<file path="src/rtl/bidir_bus_pkg.sv">
// Shared types and constants for the bidir bus sequencer.
package bidir_bus_pkg;

   localparam int CNT_W = 4;

   typedef enum logic [1:0] {
      ST_IDLE  = 2'd0,
      ST_TURN  = 2'd1,
      ST_WRITE = 2'd2,
      ST_READ  = 2'd3
   } state_e;

   typedef enum logic {
      DIR_READ  = 1'b0,
      DIR_WRITE = 1'b1
   } dir_e;

   // A timed state lasting N cycles loads N-1; it ends on the cycle the count reads 0.
   function automatic logic [CNT_W-1:0] cnt_load(input int cyc);
      return CNT_W'(cyc - 1);
   endfunction

endpackage

</file>
<file path="src/rtl/bus_turn_timer.sv">
// Loadable saturating down counter shared by the TURN/WRITE/READ states.
module bus_turn_timer
   import bidir_bus_pkg::*;
(
   input  logic             clk,
   input  logic             rst,
   input  logic             load,
   input  logic [CNT_W-1:0] load_val,
   output logic             done
);

   logic [CNT_W-1:0] cnt_q;
   logic [CNT_W-1:0] cnt_d;

   // Load takes priority; otherwise count down and hold at zero.
   always_comb begin
      cnt_d = cnt_q;
      if (load)
         cnt_d = load_val;
      else if (cnt_q != '0)
         cnt_d = cnt_q - CNT_W'(1);
   end

   // Counter register.
   always_ff @(posedge clk) begin
      if (rst)
         cnt_q <= '0;
      else
         cnt_q <= cnt_d;
   end

   assign done = (cnt_q == '0);

endmodule

</file>
<file path="src/rtl/bidir_bus_sequencer.sv">
// Sequencer/arbiter for a half-duplex bus behind a bidir_buffer.
// Round-robin between a write client and a read client, with a ctrl=0
// turnaround gap on every direction change; the bus parks in the last direction.
module bidir_bus_sequencer
   import bidir_bus_pkg::*;
#(
   parameter int W          = 8,
   parameter int TURN_CYC   = 1,
   parameter int HOLD_CYC   = 2,
   parameter int SAMPLE_CYC = 1
) (
   input  logic         clk,
   input  logic         rst,
   input  logic         wr_valid,
   input  logic [W-1:0] wr_data,
   output logic         wr_ready,
   input  logic         rd_req,
   output logic [W-1:0] rd_data,
   output logic         rd_valid,
   output logic         ctrl,
   output logic [W-1:0] data_in,
   input  logic [W-1:0] data_out,
   output logic         busy
);

   if (TURN_CYC < 1 || TURN_CYC > 15 || HOLD_CYC < 1 || HOLD_CYC > 15 ||
       SAMPLE_CYC < 1 || SAMPLE_CYC > 15) begin : g_bad_param
      $error("bidir_bus_sequencer: cycle parameters must be in 1..15");
   end

   state_e         state_q, state_d;
   dir_e           dir_q, dir_d;
   dir_e           last_grant_q, last_grant_d;
   logic           ctrl_q, ctrl_d;
   logic [W-1:0]   data_in_q, data_in_d;
   logic [W-1:0]   rd_data_q, rd_data_d;
   logic           rd_valid_q, rd_valid_d;

   logic             tmr_load;
   logic [CNT_W-1:0] tmr_val;
   logic             tmr_done;
   logic             wr_win, rd_win;

   bus_turn_timer u_timer (
      .clk      (clk),
      .rst      (rst),
      .load     (tmr_load),
      .load_val (tmr_val),
      .done     (tmr_done)
   );

   // Round-robin: a lone requester wins; on a tie the side not granted last wins.
   always_comb begin
      wr_win = wr_valid & (~rd_req | (last_grant_q == DIR_READ));
      rd_win = rd_req   & (~wr_valid | (last_grant_q == DIR_WRITE));
   end

   assign wr_ready = ~rst & (state_q == ST_IDLE) & wr_win;
   assign busy     = (state_q != ST_IDLE);
   assign ctrl     = ctrl_q;
   assign data_in  = data_in_q;
   assign rd_data  = rd_data_q;
   assign rd_valid = rd_valid_q;

   // Next-state and registered-output logic.
   always_comb begin
      state_d      = state_q;
      dir_d        = dir_q;
      last_grant_d = last_grant_q;
      ctrl_d       = ctrl_q;
      data_in_d    = data_in_q;
      rd_data_d    = rd_data_q;
      rd_valid_d   = 1'b0;
      tmr_load     = 1'b0;
      tmr_val      = '0;
      unique case (state_q)
         ST_IDLE: begin
            if (wr_win) begin
               data_in_d    = wr_data;
               last_grant_d = DIR_WRITE;
               tmr_load     = 1'b1;
               if (dir_q == DIR_WRITE) begin
                  state_d = ST_WRITE;
                  tmr_val = cnt_load(HOLD_CYC);
               end else begin
                  state_d = ST_TURN;
                  tmr_val = cnt_load(TURN_CYC);
               end
            end else if (rd_win) begin
               last_grant_d = DIR_READ;
               tmr_load     = 1'b1;
               if (dir_q == DIR_READ) begin
                  state_d = ST_READ;
                  tmr_val = cnt_load(SAMPLE_CYC);
               end else begin
                  ctrl_d  = 1'b0;
                  state_d = ST_TURN;
                  tmr_val = cnt_load(TURN_CYC);
               end
            end
         end
         ST_TURN: begin
            ctrl_d = 1'b0;
            if (tmr_done) begin
               tmr_load = 1'b1;
               if (dir_q == DIR_READ) begin
                  dir_d   = DIR_WRITE;
                  ctrl_d  = 1'b1;
                  state_d = ST_WRITE;
                  tmr_val = cnt_load(HOLD_CYC);
               end else begin
                  dir_d   = DIR_READ;
                  state_d = ST_READ;
                  tmr_val = cnt_load(SAMPLE_CYC);
               end
            end
         end
         ST_WRITE: begin
            // ctrl stays high on exit so the bus parks in the write direction
            ctrl_d = 1'b1;
            if (tmr_done)
               state_d = ST_IDLE;
         end
         ST_READ: begin
            ctrl_d = 1'b0;
            if (tmr_done) begin
               rd_data_d  = data_out;
               rd_valid_d = 1'b1;
               state_d    = ST_IDLE;
            end
         end
         default: state_d = ST_IDLE;
      endcase
   end

   // State and output registers.
   always_ff @(posedge clk) begin
      if (rst) begin
         state_q      <= ST_IDLE;
         dir_q        <= DIR_READ;
         last_grant_q <= DIR_READ;
         ctrl_q       <= 1'b0;
         data_in_q    <= '0;
         rd_data_q    <= '0;
         rd_valid_q   <= 1'b0;
      end else begin
         state_q      <= state_d;
         dir_q        <= dir_d;
         last_grant_q <= last_grant_d;
         ctrl_q       <= ctrl_d;
         data_in_q    <= data_in_d;
         rd_data_q    <= rd_data_d;
         rd_valid_q   <= rd_valid_d;
      end
   end

endmodule

</file>
<file path="config.mk">
export PLATFORM = sky130hd
export DESIGN_NAME = bidir_bus_sequencer
export DESIGN_NICKNAME = d
export VERILOG_FILES = /design/src/rtl/bidir_bus_pkg.sv /design/src/rtl/bus_turn_timer.sv /design/src/rtl/bidir_bus_sequencer.sv
export SDC_FILE = /design/constraint.sdc
export NUM_CORES = 1
export LEC_CHECK = 0
export BUFFER_PORTS_ARGS = -buffer_cell sky130_fd_sc_hd__buf_4
export CORE_ASPECT_RATIO = 0.7
export CORE_UTILIZATION = 44
export DETAILED_ROUTE_END_ITERATION = 16
export PLACE_DENSITY = 0.71
export SLEW_MARGIN = 5
export SYNTH_ARGS = -nofsm -noshare
export SYNTH_HDL_FRONTEND = slang
export SYNTH_SLANG_ARGS = --single-unit
</file>
<file path="constraint.sdc">
create_clock -name clk -period 2.1 [get_ports clk]
set_clock_uncertainty 0.2 [all_clocks]
set_input_delay 0.42 -clock clk [delete_from_list [all_inputs] [get_ports clk]]
set_output_delay 0.42 -clock clk [all_outputs]
set_load 0.05 [all_outputs]
</file>
# Yosys cells after proc, flatten, opt, wreduce, memory -nomap -nowiden
# Index checks and enable logic that the tools add are counted.
[word_totals] out_inout_bits=20 inputBits=20 regBits=26
[classes] n_bitwise=11 eq_ne=9 reduce_logical=14 muxes=27 n_addsub=1
[op_table] op="2-to-1 mux 1 bit" n=14
[op_table] op="2-to-1 mux 2 bit" n=6
[op_table] op="2-to-1 mux 4 bit" n=3
[op_table] op="inequality test 2 bit (second input constant)" n=4
[op_table] op="one-hot mux 4 bit (2 select lines)" n=1
[op_table] op="AND reduction 2 bit" n=4
[op_table] op="one-hot mux 2 bit (3 select lines)" n=1
[op_table] op="AND reduction 3 bit" n=2
[op_table] op="nonzero test 2 bit" n=3
[op_table] op="NOT 1 bit" n=5
[op_table] op="bitwise AND 1 bit" n=4
[op_table] op="== test 2 bit (second input constant)" n=2
[op_table] op="zero test 4 bit" n=1
[op_table] op="one-hot mux 1 bit (4 select lines)" n=1
[op_table] op="nonzero test 4 bit" n=1
[op_table] op="OR reduction 2 bit" n=2
[op_table] op="subtractor 4 x 1 -> 4 bit (second input constant)" n=1
[op_table] op="inequality test 3 bit (second input constant)" n=1
[op_table] op="== test 2 x 1 -> 1 bit (second input constant)" n=1
[op_table] op="zero test 2 bit" n=1
[op_table] op="inequality test 2 x 1 -> 1 bit (second input constant)" n=1
[op_table] op="bitwise OR 1 bit" n=2
[op_table] op="one-hot mux 1 bit (2 select lines)" n=1

# Logic depth before layout (Yosys ltp)
# Gate-level depths: netlist of run 1.
[logic_depth] word_depth=7 mapped_depth=7 mapped_depth_nobuf=6

# Modules after synthesis
# Synthesis of run 1 repeated with hierarchy kept, for this count alone.
[unflattened] hier_cells=143 area_unflattened_um2=1246.2
[by_module_without_submodules] module="bidir_bus_sequencer" cells_each=119 area_per_inst_um2=1017.2 n_inst=1
[by_module_without_submodules] module="bus_turn_timer" cells_each=24 area_per_inst_um2=229.0 n_inst=1

# Worst setup path after synthesis of run 1
# No wires, ideal clock.
[synth_path] path_kind="input to output" start="in wr_valid" end="out wr_ready" path_slack_ns=-0.168 path_stages=3 t_required_ns=1.480 t_arrival_ns=1.648 cell_sequence="a21boi_2 > nand2_1 > nor2_1"
[synth_via] elab_chain_cells=2
[synth_lines] element="start: declaration" line_no="bidir_bus_sequencer.sv:14" rtl="input logic wr_valid,"
[synth_lines] element="bitwise AND 1 bit" line_no="bidir_bus_sequencer.sv:54" rtl="wr_win = wr_valid & (~rd_req | (last_grant_q == DIR_READ));"
[synth_lines] element="bitwise AND 1 bit" line_no="bidir_bus_sequencer.sv:58" rtl="assign wr_ready = ~rst & (state_q == ST_IDLE) & wr_win;"
[synth_lines] element="end: declaration" line_no="bidir_bus_sequencer.sv:16" rtl="output logic wr_ready,"
# Every way passes these cells.

# Final worst setup path of run 1
[layout_path] start="reg state_q[0]" end="out busy"
[layout_via] elab_chain_cells=1
[layout_lines] element="start: declaration" line_no="bidir_bus_sequencer.sv:31" rtl="state_e state_q, state_d;"
[layout_lines] element="start signal: assignment" line_no="bidir_bus_sequencer.sv:147" rtl="state_q <= state_d;"
[layout_lines] element="nonzero test 2 bit" line_no="bidir_bus_sequencer.sv:59" rtl="assign busy = (state_q != ST_IDLE);"
[layout_lines] element="end: declaration" line_no="bidir_bus_sequencer.sv:23" rtl="output logic busy"
# Every way passes these cells.

==> reports/results.txt, run 1 <==
status: finished, final reports clean
post-synthesis sequential area ratio: 44.1%
pwr/cell area: 1310 mW/mm²
Critical Path AT: 1350 ps
Hold Fails Final Rpt: 0
Fill cells: 222
number of max-slew violations in the final report: 0
cell leakage power: 0.669 nW
Worst Setup Start Kind: flop
syn_nets: 165
Post-route DRC: 0
Ports: 40
critical path's top delay family: buffers and inverters
Syn Inst Count: 138
fraction of layout cells with a size suffix above 1: 30.2%
WL per Instance: 11.8 µm
Clk network pwr share: 15.4%
asr flop ratio synth: 0%
max_cap viols: 0
drt pass-1 iters: 4
cell internal pwr: 1.17 mW
Hold Path Depth: 3
path depth of the worst reg2reg path: 6
CTS Buf Count: 3
Final #Nets: 207
setup tns final: 0 ps
gp weighted congestion: 0.817
Worst-Skew Late Latency: 260 ps
#FFs+latches synth: 26
setup violators final: 0
n_diodes: 0
area growth from synthesis to layout: 32.0%
Crit path top cell by count: inv_1
starting density of the core: 47.3%
worst path bufs/invs: 3
total die area: 0.00290 mm²
Setup WS pre-CTS: 310 ps
sequential power share: 33.5%
number of synthesized flops with an enable pin: 0
slowest CP cell: dfxtp_1
Rows: 15
Final period util: 93.8%
CTS Root Cell: clkbuf_8
vias per cell: 5.02
vias in the first global route: 931
Cell variety after synth: 29
post-route setup slack: 131 ps
worst path required time: 1480 ps
drt total wl: 2.52 mm
initial drt markers: 55
critical path capture point type: primary output
Avg Synthesized Cell Area: 8.56 µm²
post-route ant nets: 0
Hold Buf Count CTS: 0
initial antenna violation count: 0
Switching Share: 42.6%
worst setup path class: reg -> out
Cell Area, Synth: 0.00118 mm²
total power: 2.04 mW
Die Y: 45.4 µm
Worst-path clk slew: 80 ps
fmax: 0.508 GHz
Clock Tree Buf Depth: 2
RSZ-0062 raised after global routing: false
Sink Count: 26
Crit path depth: 4
Core Region: 0.00250 mm²
first-pass GRT wire length: 4.09 mm
DP HPWL: 1.98 mm
combinational power share: 51.1%
crit-path cells: inv_1 -> ha_2 -> inv_1 -> buf_4
Worst-Margin Slew: 359 ps
TritonCTS clock tree: yes
Crit Path Max Fanout: 6
Tmin final: 1970 ps
die width: 63.9 µm
routed vias: 1070
slew margin rel.: 76.0%
total global-route track usage: 18.2%
NetSw: 868 µW
maximum VDD drop: 0.806 mV
largest net degree at the start of global routing: 28
grt ovf: 0
fin util: 62.5%
Max stage delay on crit path: 370 ps
Main synth FF type: dfxtp_1
Syn. warnings: 0
Hold Crit Class: in -> reg
# H-tree levels: 1
I/O Buffers: 39
routing by layer:
layer  GRT usage (%)  share of wire [%]
met5               0                  0
met1            22.8                 45
met2            32.6                 49
met4            2.73               0.16
met3            4.55                5.5
final timing paths:
check	from	to	slack [ps]
hold / removal	data_out[0]	rd_data[0]$_SDFFE_PP0P_	200
hold reg to reg	rd_data[6]$_SDFFE_PP0P_	rd_data[6]$_SDFFE_PP0P_	260
setup reg to reg	u_timer.cnt_q[0]$_SDFFE_PP0P_	rd_data[2]$_SDFFE_PP0P_	310
setup / recovery	state_q[0]$_SDFFE_PP0P_	busy	130
cells by family (layout without fill, tap and decap cells):
| group | Yosys count | count (layout) | share of synthesized area [%] |
|---|---|---|---|
| mux | 3 | 3 | 2.75 |
| xor+xnor | 2 | 2 | 1.48 |
| flops | 26 | 26 | 44.1 |
| buf+inv | 13 | 54 | 5.93 |
| simple gates | 57 | 57 | 23.1 |
| fa+ha+maj | 7 | 7 | 7.41 |
| compound gates | 30 | 30 | 15.3 |
layout by cell type (no fill, tap or decap), drive strengths merged, types with 2 or more instances in the layout:
| cell type | count |
|---|---|
| a211oi | 3 |
| a21oi | 18 |
| buf | 42 |
| clkbuf | 4 |
| dfxtp | 26 |
| ha | 7 |
| inv | 8 |
| mux2 | 2 |
| nand2 | 29 |
| nand3 | 9 |
| nor2 | 8 |
| nor3 | 4 |
| nor3b | 3 |
| o21ai | 5 |
worst reg2reg max path: cells and delay by family, from the launching register on:
family	cells	cell delay, ps
flops	1	340
simple gates	3	770
fa+ha+maj	1	210
buf+inv	1	80
compound gates	1	130
per-stage QoR:
step / hold WS [ps] / cell area [µm²] / std cells
final: 198 / 1560 / 213
after CTS: 190 / 1560 / 213
after global placement: 242 / 1500 / 209
after global routing: 194 / 1560 / 213
after floorplan: 279 / 1180 / 138
after detailed placement: 247 / 1500 / 209
cell usage after synthesis, types with 2 or more instances:
cell type | count | area, µm²
ha_1 | 7 | 87.6
clkbuf_1 | 2 | 7.51
a211oi_1 | 2 | 15.0
nor2_1 | 8 | 30.0
nand2_1 | 29 | 109
nor3_1 | 4 | 20.0
clkbuf_8 | 2 | 27.5
a21oi_1 | 18 | 90.1
nand3_1 | 9 | 45.0
inv_1 | 8 | 30.0
dfxtp_1 | 26 | 521
mux2_2 | 2 | 22.5
o21ai_0 | 5 | 25.0
state kept, by name, summed over array words and instances, names as in the netlist:
| name | flops |
|---|---|
| last_grant_q | 1 |
| state_q | 2 |
| u_timer.cnt_q | 4 |
| rd_data | 8 |
| dir_q | 1 |
| data_in | 8 |
| ctrl | 1 |
| rd_valid | 1 |
area by class of cell:
class / count / area (µm²) / share of cell area (%)
inverters: 8 / 30.0 / 1.93
clock buffers: 4 / 55.1 / 3.53
well taps: 34 / 42.5 / 2.73
multi-input cells: 99 / 596 / 38.2
repair buffers: 42 / 315 / 20.2
flip-flops and latches: 26 / 520 / 33.4
power by group through the flow:
stage / registers, mW / clock network (mW) / logic, mW
floorplan: 0.830 / 0 / 0.636
global placement: 0.688 / 0 / 1.01
detailed placement: 0.694 / 0 / 1.03
CTS: 0.682 / 0.322 / 1.04
global route: 0.696 / 0.341 / 1.15
finish: 0.682 / 0.313 / 1.04
repair_timing:
item,4_1_cts,5_1_grt
buffers inserted,0,0
resized for setup,0,1
setup endpoints to repair,0,2
(Power assumes the default switching activity.)
==> inputs of run 2 (changes only) <==
--- a/config.mk
+++ b/config.mk
@@ -5,6 +5,7 @@
 export SDC_FILE = /design/constraint.sdc
 export NUM_CORES = 1
 export LEC_CHECK = 0
+export ABC_AREA = 1
 export BUFFER_PORTS_ARGS = -buffer_cell sky130_fd_sc_hd__buf_4
 export CORE_ASPECT_RATIO = 0.7
 export CORE_UTILIZATION = 44
==> run 2 against run 1 <==
Non-clock buffer count fell by 1. Routed wire length rose by 7.5%. First-iteration DRC count fell by 67%. Sequential cell count did not move. Global-route usage rose by 0.77 points. Sequential share of layout area fell by 1.4 points. Worst setup slack got worse by 16 ps. Critical path type unchanged. Largest power group unchanged.
==> reports/results.txt, run 2 <==
status: finished, final reports clean
GR peak layer: met2
Crit Path Max Fanout: 10
placed inst area: 0.00155 mm²
area growth from synthesis to layout: 34.6%
Commonest cells post-synth: nand2_1, dfxtp_1, nand3_1
worst setup path class: reg -> out
total global-route track usage: 18.9%
post-synthesis mux area share: 0%
Yosys top cell area share: 43.0%
number of max-slew violations in the final report: 0
Syn Inst Count: 153
synth top area cells: dfxtp_1, nand2_1, nand3_1
die width: 64.7 µm
Hold Buf Count CTS: 0
Tmin final: 1990 ps
CTS Root Cell: clkbuf_8
vias in the first global route: 918
met1 Resource Use GR: 23.9%
Syn. warnings: 0
Max stage delay on crit path: 350 ps
Ports: 40
simple-gate share of the synthesized area: 29.2%
DP HPWL: 2.12 mm
starting density of the core: 47.8%
WL per Instance: 11.9 µm
Hold Crit Class: in -> reg
worst r2r src: state_q[1]$_SDFFE_PP0P_
Post-route DRC: 0
Fill cells: 227
crit-path cells: inv_1 -> ha_4 -> nand2_4 -> nor2_2 -> buf_4
n_diodes: 0
slowest CP cell: dfxtp_1
pwr/cell area: 1430 mW/mm²
Design Area, Final: 0.00163 mm²
setup violators final: 0
RSZ-0062 raised after global routing: false
Worst-Margin Slew: 372 ps
fin util: 64.3%
Setup WS pre-CTS: 266 ps
Worst Setup Start Kind: flop
grt ovf: 0
number of synthesized flops with an enable pin: 0
# H-tree levels: 1
Resized cells post-CTS: 1
initial antenna violation count: 0
vias per cell: 4.96
asr flop ratio synth: 0%
routed vias: 1132
Rows: 15
worst hold margin: 218 ps
Cell variety after synth: 20
fmax: 0.504 GHz
Sink Count: 26
drt total wl: 2.71 mm
most common cell after layout, fill and taps aside: buf_4
TritonCTS clock tree: yes
Final #Nets: 222
post-synthesis sequential area ratio: 43.0%
Main synth FF type: dfxtp_1
placed cells: 224
#FFs+latches synth: 26
largest area contributor in the netlist: dfxtp_1
# Post-CTS Setup Buffers: 0
post-route ant nets: 0
GR Util met3: 5.50%
gp weighted congestion: 0.836
Hold Fails Final Rpt: 0
Clock Tree Buf Depth: 2
slew margin rel.: 75.2%
Die Y: 45.9 µm
Core Region: 0.00253 mm²
drt pass-1 iters: 4
Worst-Skew Late Latency: 270 ps
max_cap viols: 0
cell leakage power: 0.730 nW
commonest cells after routing, fill and taps aside: buf_4, nand2_1, dfxtp_1
largest net degree at the start of global routing: 23
Compound-Gate Fraction of Synth Area: 12.0%
total die area: 0.00297 mm²
initial drt markers: 18
syn_nets: 180
fraction of layout cells with a size suffix above 1: 30.9%
setup tns final: 0 ps
area share of fa/ha/maj cells after synthesis: 7.24%
worst setup path startpoint: state_q[0]$_SDFFE_PP0P_
Final period util: 94.6%
Final Non-Filler Cells: 228
XOR/XNOR Fraction of Synth Area: 2.17%
most numerous cell in the Yosys netlist: nand2_1
total power: 2.34 mW
maximum VDD drop: 0.906 mV
worst path required time: 1480 ps
CTS Buf Count: 3
largest family of logic cells by synthesized area: simple AND/OR/NAND/NOR gates
I/O Buffers: 39
Avg Synthesized Cell Area: 7.91 µm²
min-delay src: wr_data[5]
Worst-path clk slew: 90 ps
Critical Path AT: 1370 ps
GRT met2 Usage: 32.0%
critical path capture point type: primary output
first-pass GRT wire length: 4.15 mm
Cell Area, Synth: 0.00121 mm²
post-route setup slack: 114 ps
==> run 2: changes by cell type after synthesis, moves of 2 or more <==
cell	before	now
a211oi_1	2	0
clkbuf_8	2	0
inv_1	8	13
mux2_2	2	0
nand2_1	29	31
nand2_2	0	3
nand2_4	0	4
nand3_1	9	19
nand4_1	0	2
nor2_2	0	3
==> run 2: path summary, 6_finish.rpt <==
| kind | end | slack [ps] | cells past startpoint |
|---|---|---|---|
| hold / removal | data_in[5]$_SDFFE_PP0P_ | 220 | 3 |
| setup reg to reg | state_q[0]$_SDFFE_PP0P_ | 450 | 8 |
| setup / recovery | wr_ready | 110 | 5 |
| hold reg to reg | data_in[4]$_SDFFE_PP0P_ | 270 | 2 |
==> run 2: area by class of cell <==
class,instances,area [µm²],area share [%]
well taps,34,42.5,2.61
repair buffers,41,308,18.9
clock buffers,3,41.3,2.53
flip-flops and latches,26,520,32.0
inverters,14,60.1,3.69
clock inverters,1,30.0,1.84
multi-input cells,109,627,38.5
==> run 2: routing by layer <==
layer  routed length [µm]  vias to the layer above
met5                    0                        -
met4                   29                        0
met3                  136                        4
met2                 1260                       27
met1                 1290                      520
li1                     -                      581
==> run 2: power breakdown <==
| group | switching [mW] | internal [mW] |
|---|---|---|
| Clock | 0.158 | 0.255 |
| Sequential | 0.0867 | 0.601 |
| Combinational | 0.812 | 0.424 |
==> run 2: cells by family (layout without fill, tap and decap cells) <==
logic type	after synthesis	in the layout
adder cells (fa/ha/maj)	7	7
AND/OR/NAND/NOR	73	73
XOR/XNOR	3	3
buffers and inverters	18	59
AO/OA/AOI/OAI	26	26
flip-flops	26	26
==> run 2: critical path: cells and delay by family (launching register included) <==
family	cells	cell delay [ps]
simple gates	2	210
flops	1	350
buf+inv	2	340
fa+ha+maj	1	200
